[config.mk]
export PLATFORM = sky130hd
export DESIGN_NAME = ex_operand_stage
export DESIGN_NICKNAME = d
export VERILOG_FILES = /design/src/rtl/ex_operand_stage.sv
export SDC_FILE = /design/constraint.sdc
export NUM_CORES = 1
export LEC_CHECK = 0
export BUFFER_PORTS_ARGS = -buffer_cell sky130_fd_sc_hd__buf_2
export CAP_MARGIN = 15
export CELL_PAD_IN_SITES_DETAIL_PLACEMENT = 0
export CELL_PAD_IN_SITES_GLOBAL_PLACEMENT = 1
export CORE_ASPECT_RATIO = 1.2
export CORE_MARGIN = 3
export CORE_UTILIZATION = 33
export DETAILED_ROUTE_END_ITERATION = 12
export PLACE_DENSITY_LB_ADDON = 0.1
export SLEW_MARGIN = 30
export SYNTH_ARGS = -nofsm -noshare
export SYNTH_HDL_FRONTEND = slang
export SYNTH_SLANG_ARGS = --single-unit
[constraint.sdc]
create_clock -name clk -period 1.9 [get_ports clk]
set_input_delay 0.095 -clock clk [delete_from_list [all_inputs] [get_ports clk]]
set_output_delay 0.095 -clock clk [all_outputs]
set_load 0.02 [all_outputs]
[src/rtl/ex_operand_stage.sv]
// ID/EX operand stage: a one-entry pipeline register in front of the ALU.
// It resolves RAW hazards by forwarding from EX/MEM and MEM/WB, and holds its entry under back-pressure.
module ex_operand_stage #(
    parameter int XLEN = 32,
    parameter int RA_W = 5
) (
    input  logic            clk,
    input  logic            rst_n,
    input  logic            flush,
    input  logic            id_valid,
    output logic            id_ready,
    input  logic [XLEN-1:0] id_pc,
    input  logic [RA_W-1:0] id_rs1_addr,
    input  logic [RA_W-1:0] id_rs2_addr,
    input  logic [XLEN-1:0] id_rs1_data,
    input  logic [XLEN-1:0] id_rs2_data,
    input  logic [XLEN-1:0] id_imm,
    input  logic            id_use_pc,
    input  logic            id_use_imm,
    input  logic [2:0]      id_alu_sel,
    input  logic            id_func7,
    input  logic [RA_W-1:0] id_rd_addr,
    input  logic            id_reg_write,
    input  logic            id_mem_read,
    input  logic            id_mem_write,
    input  logic            exm_wen,
    input  logic [RA_W-1:0] exm_rd,
    input  logic [XLEN-1:0] exm_data,
    input  logic            mwb_wen,
    input  logic [RA_W-1:0] mwb_rd,
    input  logic [XLEN-1:0] mwb_data,
    output logic            ex_valid,
    input  logic            ex_ready,
    output logic [2:0]      ex_alu_sel,
    output logic            ex_func7,
    output logic [XLEN-1:0] ex_op1,
    output logic [XLEN-1:0] ex_op2,
    output logic [XLEN-1:0] ex_store_data,
    output logic [XLEN-1:0] ex_pc,
    output logic [RA_W-1:0] ex_rd_addr,
    output logic            ex_reg_write,
    output logic            ex_mem_read,
    output logic            ex_mem_write
);

    logic            valid_q, valid_d;
    logic [XLEN-1:0] pc_q, pc_d;
    logic [RA_W-1:0] rs1_addr_q, rs1_addr_d;
    logic [RA_W-1:0] rs2_addr_q, rs2_addr_d;
    logic [XLEN-1:0] rs1_val_q, rs1_val_d;
    logic [XLEN-1:0] rs2_val_q, rs2_val_d;
    logic [XLEN-1:0] imm_q, imm_d;
    logic            use_pc_q, use_pc_d;
    logic            use_imm_q, use_imm_d;
    logic [2:0]      alu_sel_q, alu_sel_d;
    logic            func7_q, func7_d;
    logic [RA_W-1:0] rd_addr_q, rd_addr_d;
    logic            reg_write_q, reg_write_d;
    logic            mem_read_q, mem_read_d;
    logic            mem_write_q, mem_write_d;

    logic            accept_s;
    logic            issue_s;
    logic [XLEN-1:0] fwd_rs1_s;
    logic [XLEN-1:0] fwd_rs2_s;

    // A bypass source hits only when it writes the same, non-x0 register.
    function automatic logic bypass_hit(input logic wen, input logic [RA_W-1:0] rd,
                                        input logic [RA_W-1:0] rs);
        return wen && (rd == rs) && (rs != {RA_W{1'b0}});
    endfunction

    // EX/MEM wins over MEM/WB, which wins over the stored value; x0 always reads as 0.
    function automatic logic [XLEN-1:0] fwd_value(
        input logic [RA_W-1:0] rs, input logic [XLEN-1:0] stored,
        input logic e_wen, input logic [RA_W-1:0] e_rd, input logic [XLEN-1:0] e_data,
        input logic m_wen, input logic [RA_W-1:0] m_rd, input logic [XLEN-1:0] m_data);
        logic [XLEN-1:0] v;
        if (rs == {RA_W{1'b0}}) begin
            v = {XLEN{1'b0}};
        end else if (bypass_hit(e_wen, e_rd, rs)) begin
            v = e_data;
        end else if (bypass_hit(m_wen, m_rd, rs)) begin
            v = m_data;
        end else begin
            v = stored;
        end
        return v;
    endfunction

    // Handshakes; id_ready is held low during reset and never depends on operand data.
    always_comb begin
        id_ready = rst_n && !flush && (!valid_q || ex_ready);
        accept_s = id_valid && id_ready;
        issue_s  = valid_q && ex_ready;
    end

    // Next-state: capture on accept, otherwise keep fields and absorb MEM/WB writes into the stored operands.
    always_comb begin
        pc_d        = pc_q;
        rs1_addr_d  = rs1_addr_q;
        rs2_addr_d  = rs2_addr_q;
        rs1_val_d   = rs1_val_q;
        rs2_val_d   = rs2_val_q;
        imm_d       = imm_q;
        use_pc_d    = use_pc_q;
        use_imm_d   = use_imm_q;
        alu_sel_d   = alu_sel_q;
        func7_d     = func7_q;
        rd_addr_d   = rd_addr_q;
        reg_write_d = reg_write_q;
        mem_read_d  = mem_read_q;
        mem_write_d = mem_write_q;

        if (flush) begin
            valid_d = 1'b0;
        end else if (accept_s) begin
            valid_d = 1'b1;
        end else if (issue_s) begin
            valid_d = 1'b0;
        end else begin
            valid_d = valid_q;
        end

        if (accept_s) begin
            pc_d        = id_pc;
            rs1_addr_d  = id_rs1_addr;
            rs2_addr_d  = id_rs2_addr;
            imm_d       = id_imm;
            use_pc_d    = id_use_pc;
            use_imm_d   = id_use_imm;
            alu_sel_d   = id_alu_sel;
            func7_d     = id_func7;
            rd_addr_d   = id_rd_addr;
            reg_write_d = id_reg_write;
            mem_read_d  = id_mem_read;
            mem_write_d = id_mem_write;
            if (bypass_hit(mwb_wen, mwb_rd, id_rs1_addr)) begin
                rs1_val_d = mwb_data;
            end else begin
                rs1_val_d = id_rs1_data;
            end
            if (bypass_hit(mwb_wen, mwb_rd, id_rs2_addr)) begin
                rs2_val_d = mwb_data;
            end else begin
                rs2_val_d = id_rs2_data;
            end
        end else begin
            // A producer retiring while this entry stalls must not be lost.
            if (bypass_hit(mwb_wen, mwb_rd, rs1_addr_q)) begin
                rs1_val_d = mwb_data;
            end else begin
                rs1_val_d = rs1_val_q;
            end
            if (bypass_hit(mwb_wen, mwb_rd, rs2_addr_q)) begin
                rs2_val_d = mwb_data;
            end else begin
                rs2_val_d = rs2_val_q;
            end
        end
    end

    // State register.
    always_ff @(posedge clk or negedge rst_n) begin
        if (!rst_n) begin
            valid_q     <= 1'b0;
            pc_q        <= {XLEN{1'b0}};
            rs1_addr_q  <= {RA_W{1'b0}};
            rs2_addr_q  <= {RA_W{1'b0}};
            rs1_val_q   <= {XLEN{1'b0}};
            rs2_val_q   <= {XLEN{1'b0}};
            imm_q       <= {XLEN{1'b0}};
            use_pc_q    <= 1'b0;
            use_imm_q   <= 1'b0;
            alu_sel_q   <= 3'b000;
            func7_q     <= 1'b0;
            rd_addr_q   <= {RA_W{1'b0}};
            reg_write_q <= 1'b0;
            mem_read_q  <= 1'b0;
            mem_write_q <= 1'b0;
        end else begin
            valid_q     <= valid_d;
            pc_q        <= pc_d;
            rs1_addr_q  <= rs1_addr_d;
            rs2_addr_q  <= rs2_addr_d;
            rs1_val_q   <= rs1_val_d;
            rs2_val_q   <= rs2_val_d;
            imm_q       <= imm_d;
            use_pc_q    <= use_pc_d;
            use_imm_q   <= use_imm_d;
            alu_sel_q   <= alu_sel_d;
            func7_q     <= func7_d;
            rd_addr_q   <= rd_addr_d;
            reg_write_q <= reg_write_d;
            mem_read_q  <= mem_read_d;
            mem_write_q <= mem_write_d;
        end
    end

    // Forwarded operands and ALU input selection.
    always_comb begin
        fwd_rs1_s = fwd_value(rs1_addr_q, rs1_val_q, exm_wen, exm_rd, exm_data,
                              mwb_wen, mwb_rd, mwb_data);
        fwd_rs2_s = fwd_value(rs2_addr_q, rs2_val_q, exm_wen, exm_rd, exm_data,
                              mwb_wen, mwb_rd, mwb_data);
        if (use_pc_q) begin
            ex_op1 = pc_q;
        end else begin
            ex_op1 = fwd_rs1_s;
        end
        if (use_imm_q) begin
            ex_op2 = imm_q;
        end else begin
            ex_op2 = fwd_rs2_s;
        end
        ex_store_data = fwd_rs2_s;
    end

    assign ex_valid     = valid_q;
    assign ex_alu_sel   = alu_sel_q;
    assign ex_func7     = func7_q;
    assign ex_pc        = pc_q;
    assign ex_rd_addr   = rd_addr_q;
    assign ex_reg_write = reg_write_q;
    assign ex_mem_read  = mem_read_q;
    assign ex_mem_write = mem_write_q;

endmodule

==> impl_metrics.py, run 1 <==
metrics = {
    "setup_path": {
        "ff2ff_path_depth": 10,
        "cp_common_cell": "buf_4",
        "critPathTopFamily": "simple AND/OR/NAND/NOR gates",
        "timing.rr.start": "rs2_addr_q[4]",
        "critPathKind": "reg2out",
        "cp_num_buf_inv": 4,
        "critPathSlowestCell": "or4_4",
        "rrSetupSlack_ns": -0.55,
        "path_cells": "or4_4 > a21oi_4 > or3_4 > buf_12 > buf_16 > a221oi_2 > buf_4 > o41ai_4 > buf_4",
        "crit_path_end_kind": "output pin",
        "path_max_fanout": 6,
        "r2r-end": "rs2_val_q[21]",
        "worstPathRequired_ns": 1.80,
        "worstSetupStartpointType": "flop",
        "cpPeakStageDelay_ns": 0.56,
        "arrival_ns": 2.67,
    },
    "placed_design": {
        "placed_area_um2": 13900,
        "dp.cells": 1771,
        "dp_hpwl_um": 28800,
        "post-place-ws_ns": -0.544,
        "port_buffers": 374,
        "gp_congestion": 0.872,
    },
    "timing": {
        "report.final.setup_viol": 160,
        "whs_ns": -0.247,
        "hold_viol": 129,
        "worst_clock_skew_ns": 0.00864,
        "tightest_slew_ns": 0.851,
        "worst_slack_ns": -0.868,
        "relSlewSlack_pct": 43.3,
        "drv_slew": 0,
        "grt_setup_unrepaired": "yes",
        "finalCriticalPeriod_ns": 2.77,
        "clock.fmax_mhz": 361,
        "period_share_pct": 146,
    },
    "global_routing": {
        "grt_max_degree": 132,
        "antenna_found_initial": 1,
        "grt_remaining_overflow": 0,
        "grt_pass1_wl_um": 65300,
        "grt_pass1_vias": 11400,
        "globalRouteTotalUtil_pct": 27.5,
    },
    "clock_tree": {
        "cts_buffers": 17,
        "cts_tree": "built",
        "clk_latency_ns": 0.44,
        "path_clk_slew_ns": 0.07,
        "numClockSinks": 153,
        "cts-root-buf": "clkbuf_16",
        "htreeDepth": 4,
        "clock_path_buffers": 2,
        "hold_buffers": 176,
    },
    "synthesis": {
        "synth_warnings": 0,
        "synth-async-reset-ratio_pct": 100,
        "synth_edf_count": 0,
        "synthCells": 970,
        "synth.avg_cell_area_um2": 9.83,
        "yosysSeqAreaShare_pct": 40.2,
        "synth_flop_cell": "dfrtp_1",
        "synth-seq-cells": 153,
        "synthesis.nets": 1203,
        "ys_types": 48,
        "syn_area_um2": 9530,
    },
    "power_and_ir_drop": {
        "swShare_pct": 39.0,
        "peakVddDrop_uv": 598,
        "p_seq_share_pct": 25.7,
        "p_per_area_nw_per_um2": 981,
        "leakagePower_uw": 0.00839,
        "p_sw_uw": 7160,
        "combPwrFrac_pct": 54.6,
        "p_clk_share_pct": 19.7,
        "intPower_uw": 11200,
    },
    "cells_and_area": {
        "layout_common_cells": "282 x buf_2, 176 x dlygate4sd3_1, 151 x dfrtp_1",
        "mostFrequentLayoutCell": "buf_2",
        "drive_above_1_share_pct": 59.5,
        "nets": 1866,
        "final_cells": 2026,
        "stdcell_area_um2": 18700,
        "synthToLayoutAreaGrowth_pct": 96.0,
    },
    "min_path": {
        "min_path_type": "in2async",
    },
    "die": {
        "io-pin-count": 375,
        "die_x_um": 161,
        "core.rowCount": 67,
        "start_util_pct": 33.8,
        "chipHeight_um": 192,
        "dieArea_um2": 31000,
        "coreArea_um2": 28200,
    },
    "status": {
        "status": "complete, but fails checks",
        "violations": "hold timing, setup timing",
    },
    "drt": {
        "via_per_inst": 5.17,
        "antenna_left": 0,
        "routed_wl_um": 44800,
        "wl_per_cell_um": 22.1,
        "drc": 0,
        "dr.first_iter.drc_count": 498,
        "num_vias": 10500,
        "first_pass_iters": 5,
    },
    "run": {
        "cap_viol_max_count": 0,
    },
}
flip-flops by register name, summed over array words and instances, names as in the netlist, 3 cells and up:
name / flops
rs1_val_q: 32
imm_q: 32
rs2_addr_q: 5
rs1_addr_q: 5
ex_pc: 32
rs2_val_q: 32
ex_alu_sel: 3
ex_rd_addr: 5
cells in the mapped netlist (all sizes together) (2+ instances only):
cell type	n	share of area (%)
a211oi	12	1.2
a221o	8	0.84
a221oi	84	11
and2	3	0.20
and3	8	0.53
buf	26	2.0
clkbuf	61	2.4
dfrtp	153	40
inv	88	3.5
mux2	88	10
nand2	69	2.7
nand3	3	0.16
nand4	2	0.13
nand4b	2	0.18
nor2	120	4.8
nor3	44	2.4
nor4	6	0.39
o211a	25	2.6
o21ai	92	4.8
o41ai	32	5.3
or2	2	0.13
or3	2	0.13
or4	2	0.20
xnor2	20	1.8
xor2	7	0.64
through the flow:
stage                     setup TNS (ns)  power, uW  hold WS, ns  utilization (%)
after floorplan                   -20.54       9570       -0.201                -
after global placement            -43.22      12400        0.314             49.4
final                             -97.32      18300       -0.247             66.3
after CTS                         -98.88      17800       -0.161             63.2
after global routing             -109.08      19200       -0.163             66.3
after detailed placement          -45.01      12400        0.318             49.4
metal layers:
layer	track usage [%]	up-vias	share of wire, %
met3	5.69	78	5.5
met5	0	-	0
met2	49.8	352	52
met1	32.4	5179	40
li1	-	4866	-
met4	9.37	0	3.1
repair_timing:
item	CTS	global route
pin swaps	54	47
buffers inserted	22	13
cloned	14	10
setup endpoints to repair	160	161
resized for setup	251	140
hold endpoints to repair	282	129
worst register-to-register path, cell delays in order, from the launching register on:
cell	delay [ns]
dfrtp_1	0.41
or4_4	0.56
a21oi_4	0.16
or3_4	0.21
buf_12	0.14
buf_16	0.14
buf_6	0.11
mux2i_4	0.09
buf_12	0.16
buf_12	0.14
a221oi_4	0.23
area by class of cell:
type,instances,area (um2)
multi-input combinational,642,6990
fill,2230,9480
sequential,153,3830
clock buffer,18,429
tap,379,474
antenna,1,2.50
inverter,88,330
clock inverter,14,174
timing repair buffer,731,6450
cells by family after synthesis:
| kind of cell | after synthesis | synth area share, % |
|---|---|---|
| buffers and inverters | 175 | 7.86 |
| AOI/OAI and AO/OA | 259 | 26.7 |
| and+or+nand+nor | 267 | 12.2 |
| xor gates and xnor gates | 27 | 2.48 |
| muxes | 89 | 10.5 |
| DFF | 153 | 40.2 |
worst max-delay path by stage:
| stage | start | depth (start not counted) | end |
|---|---|---|---|
| 4_1_cts | rs2_addr_q[4] | 9 | ex_op2[0] |
| 3_3_place_gp | rs2_addr_q[4] | 9 | ex_store_data[31] |
| 2_1_floorplan | rs2_addr_q[4] | 7 | ex_op2[10] |
| 6_report | rs2_addr_q[4] | 9 | ex_op2[29] |
| 5_1_grt | rs2_addr_q[0] | 9 | ex_op2[29] |
| 3_5_place_dp | rs2_addr_q[4] | 9 | ex_store_data[31] |
power groups by stage:
stage / Combinational [uW] / Sequential [uW] / Clock (uW)
after detailed placement: 7830 / 4600 / 0
after global routing: 10600 / 4800 / 3820
after floorplan: 4860 / 4710 / 0
after global placement: 7780 / 4580 / 0
final: 10000 / 4720 / 3610
after CTS: 9500 / 4620 / 3690
Power figures use the tool's default switching activity.
==> inputs of run 2 (changes only) <==
==> constraint.sdc (replaced) <==
create_clock -name clk -period 1.9 [get_ports clk]
set_input_delay 0.19 -clock clk [delete_from_list [all_inputs] [get_ports clk]]
set_output_delay 0.19 -clock clk [all_outputs]
set_load 0.02 [all_outputs]
==> impl_metrics.py, run 2 (synthesis results as in run 1) <==
metrics = {
    "die": {
        "core.rowCount": 67,
        "start_util_pct": 33.8,
        "dieArea_um2": 31000,
        "chipHeight_um": 192,
        "coreArea_um2": 28200,
        "die_x_um": 161,
        "io-pin-count": 375,
    },
    "timing": {
        "grt_setup_unrepaired": "yes",
        "drv_slew": 0,
        "worst_slack_ns": -0.975,
        "relSlewSlack_pct": 53.2,
        "worst_clock_skew_ns": 0.0115,
        "tightest_slew_ns": 0.702,
        "whs_ns": 0.0227,
        "finalCriticalPeriod_ns": 2.88,
        "period_share_pct": 151,
        "clock.fmax_mhz": 348,
        "report.final.setup_viol": 160,
        "hold_viol": 0,
        "fin_tns_setup_ns": -115.57,
    },
    "setup_path": {
        "critPathKind": "reg2out",
        "path_cells": "or4_4 > a21oi_4 > buf_6 > nor2_4 > buf_6 > a221oi_2 > buf_4 > o41ai_4 > buf_4",
        "critPathTopFamily": "simple AND/OR/NAND/NOR gates",
        "worstSetupStartpointType": "flop",
        "arrival_ns": 2.69,
        "cp_num_buf_inv": 4,
        "critPathSlowestCell": "or4_4",
        "worstPathRequired_ns": 1.71,
        "crit_path_end_kind": "output pin",
        "cpPeakStageDelay_ns": 0.58,
        "path_max_fanout": 5,
    },
    "run": {
        "cap_viol_max_count": 0,
    },
    "drt": {
        "dr.first_iter.drc_count": 463,
        "antenna_left": 0,
        "wl_per_cell_um": 22.5,
        "routed_wl_um": 44700,
        "via_per_inst": 5.20,
        "first_pass_iters": 7,
        "drc": 0,
        "num_vias": 10300,
    },
    "cells_and_area": {
        "fin_util_pct": 63.0,
        "synthToLayoutAreaGrowth_pct": 86.3,
        "layout_common_cells": "290 x buf_2, 151 x dfrtp_1, 143 x dlygate4sd3_1",
        "drive_above_1_share_pct": 58.5,
        "nets": 1820,
        "multi_input_area_um2": 6840,
        "fillers": 2364,
        "regArea_um2": 3830,
        "mostFrequentLayoutCell": "buf_2",
    },
    "clock_tree": {
        "numClockSinks": 153,
        "htreeDepth": 4,
        "cts_tree": "built",
        "path_clk_slew_ns": 0.06,
        "cts_buffers": 17,
        "clock_path_buffers": 2,
        "clk_latency_ns": 0.44,
        "cts-root-buf": "clkbuf_16",
    },
    "global_routing": {
        "grt_pass1_wl_um": 64300,
        "grt_pass1_vias": 11100,
        "grt_max_degree": 108,
        "antenna_found_initial": 6,
        "grt_remaining_overflow": 0,
        "globalRouteTotalUtil_pct": 27.3,
    },
    "power_and_ir_drop": {
        "power.total_uw": 17700,
        "peakVddDrop_uv": 557,
        "p_per_area_nw_per_um2": 997,
        "leakagePower_uw": 0.00797,
    },
    "placed_design": {
        "gp_congestion": 0.844,
        "port_buffers": 374,
        "post-place-ws_ns": -0.547,
        "dp_hpwl_um": 28800,
    },
    "status": {
        "violations": "setup timing",
        "status": "complete, but fails checks",
    },
    "min_path": {
        "min_path_type": "in2reg",
    },
}
run 2: cell types whose count changed in the layout (fill, tap and decap cells not counted), sizes merged:
cell / previous run / this run
dlygate4sd3: 176 / 143
buf: 545 / 527
clkbuf: 28 / 32
bufinv: 3 / 1
clkinv: 5 / 3
clkinvlp: 4 / 6
diode: 1 / 3
o21ai: 92 / 94
dlymetal6s4s: 0 / 1
inv: 90 / 89
nor2: 120 / 121
run 2: final timing paths:
check | from | end | slack [ns] | cells past startpoint
worst max-delay path | rs2_addr_q[0] | ex_op2[1] | -0.98 | 9
worst min-delay path | mwb_data[5] | rs1_val_q[5] | 0.02 | 2
worst max register to register | rs2_addr_q[0] | rs2_val_q[21] | -0.64 | 10
worst min register to register | ex_rd_addr[1] | ex_rd_addr[1] | 0.50 | 1
max in group asynchronous | rst_n | imm_q[14] | 1.01 | 3
min in group asynchronous | rst_n | ex_pc[30] | 0.21 | 3
run 2: layout make-up:
cell class	instances	area share, %
well taps	379	2.67
repair buffers	682	32.2
clock inverters	11	0.557
multi-input cells	645	38.5
inverters	88	1.86
clock buffers	21	2.54
flip-flops and latches	153	21.6
diodes	3	0.0423
run 2: timing repair:
item | 4_1_cts | 5_1_grt
endpoints found under the hold margin | 289 | 1
gates cloned | 8 | 12
setup endpoints to repair | 160 | 161
buffers inserted | 19 | 18
gates resized for setup | 206 | 144
hold buffers | 143 | 1
pin swaps | 44 | 33
run 2: through the flow:
step	area, um2	cells
global placement	13700	1755
finish	17800	1982
global route	17800	1981
CTS	16700	1951
detailed placement	13700	1755
floorplan	10500	970
run 2: layer usage:
metal / vias up / wire (um) / track usage (%)
met5: - / 45 / 0
met4: 8 / 1050 / 8.57
met3: 69 / 2310 / 6.21
met2: 334 / 23500 / 49.3
met1: 5126 / 17800 / 32.1
li1: 4771 / - / -
run 2: report_power, final:
group	leakage, uW	switching [uW]	total (uW)	internal (uW)
clock	0.000252	1480	3320	1830
combinational	0.00596	4880	9670	4790
sequential	0.00177	685	4710	4030
total	0.00797	7050	17700	10700
run 2: worst register-to-register path, cell delays in order, from the launching register on:
cell and delay [ns]:
dfrtp_1 0.40, or4_4 0.58, a21oi_4 0.20, or3_4 0.20, buf_12 0.15, buf_12 0.16
buf_6 0.11, buf_6 0.08, mux2i_4 0.12, buf_12 0.20, a221oi_2 0.23
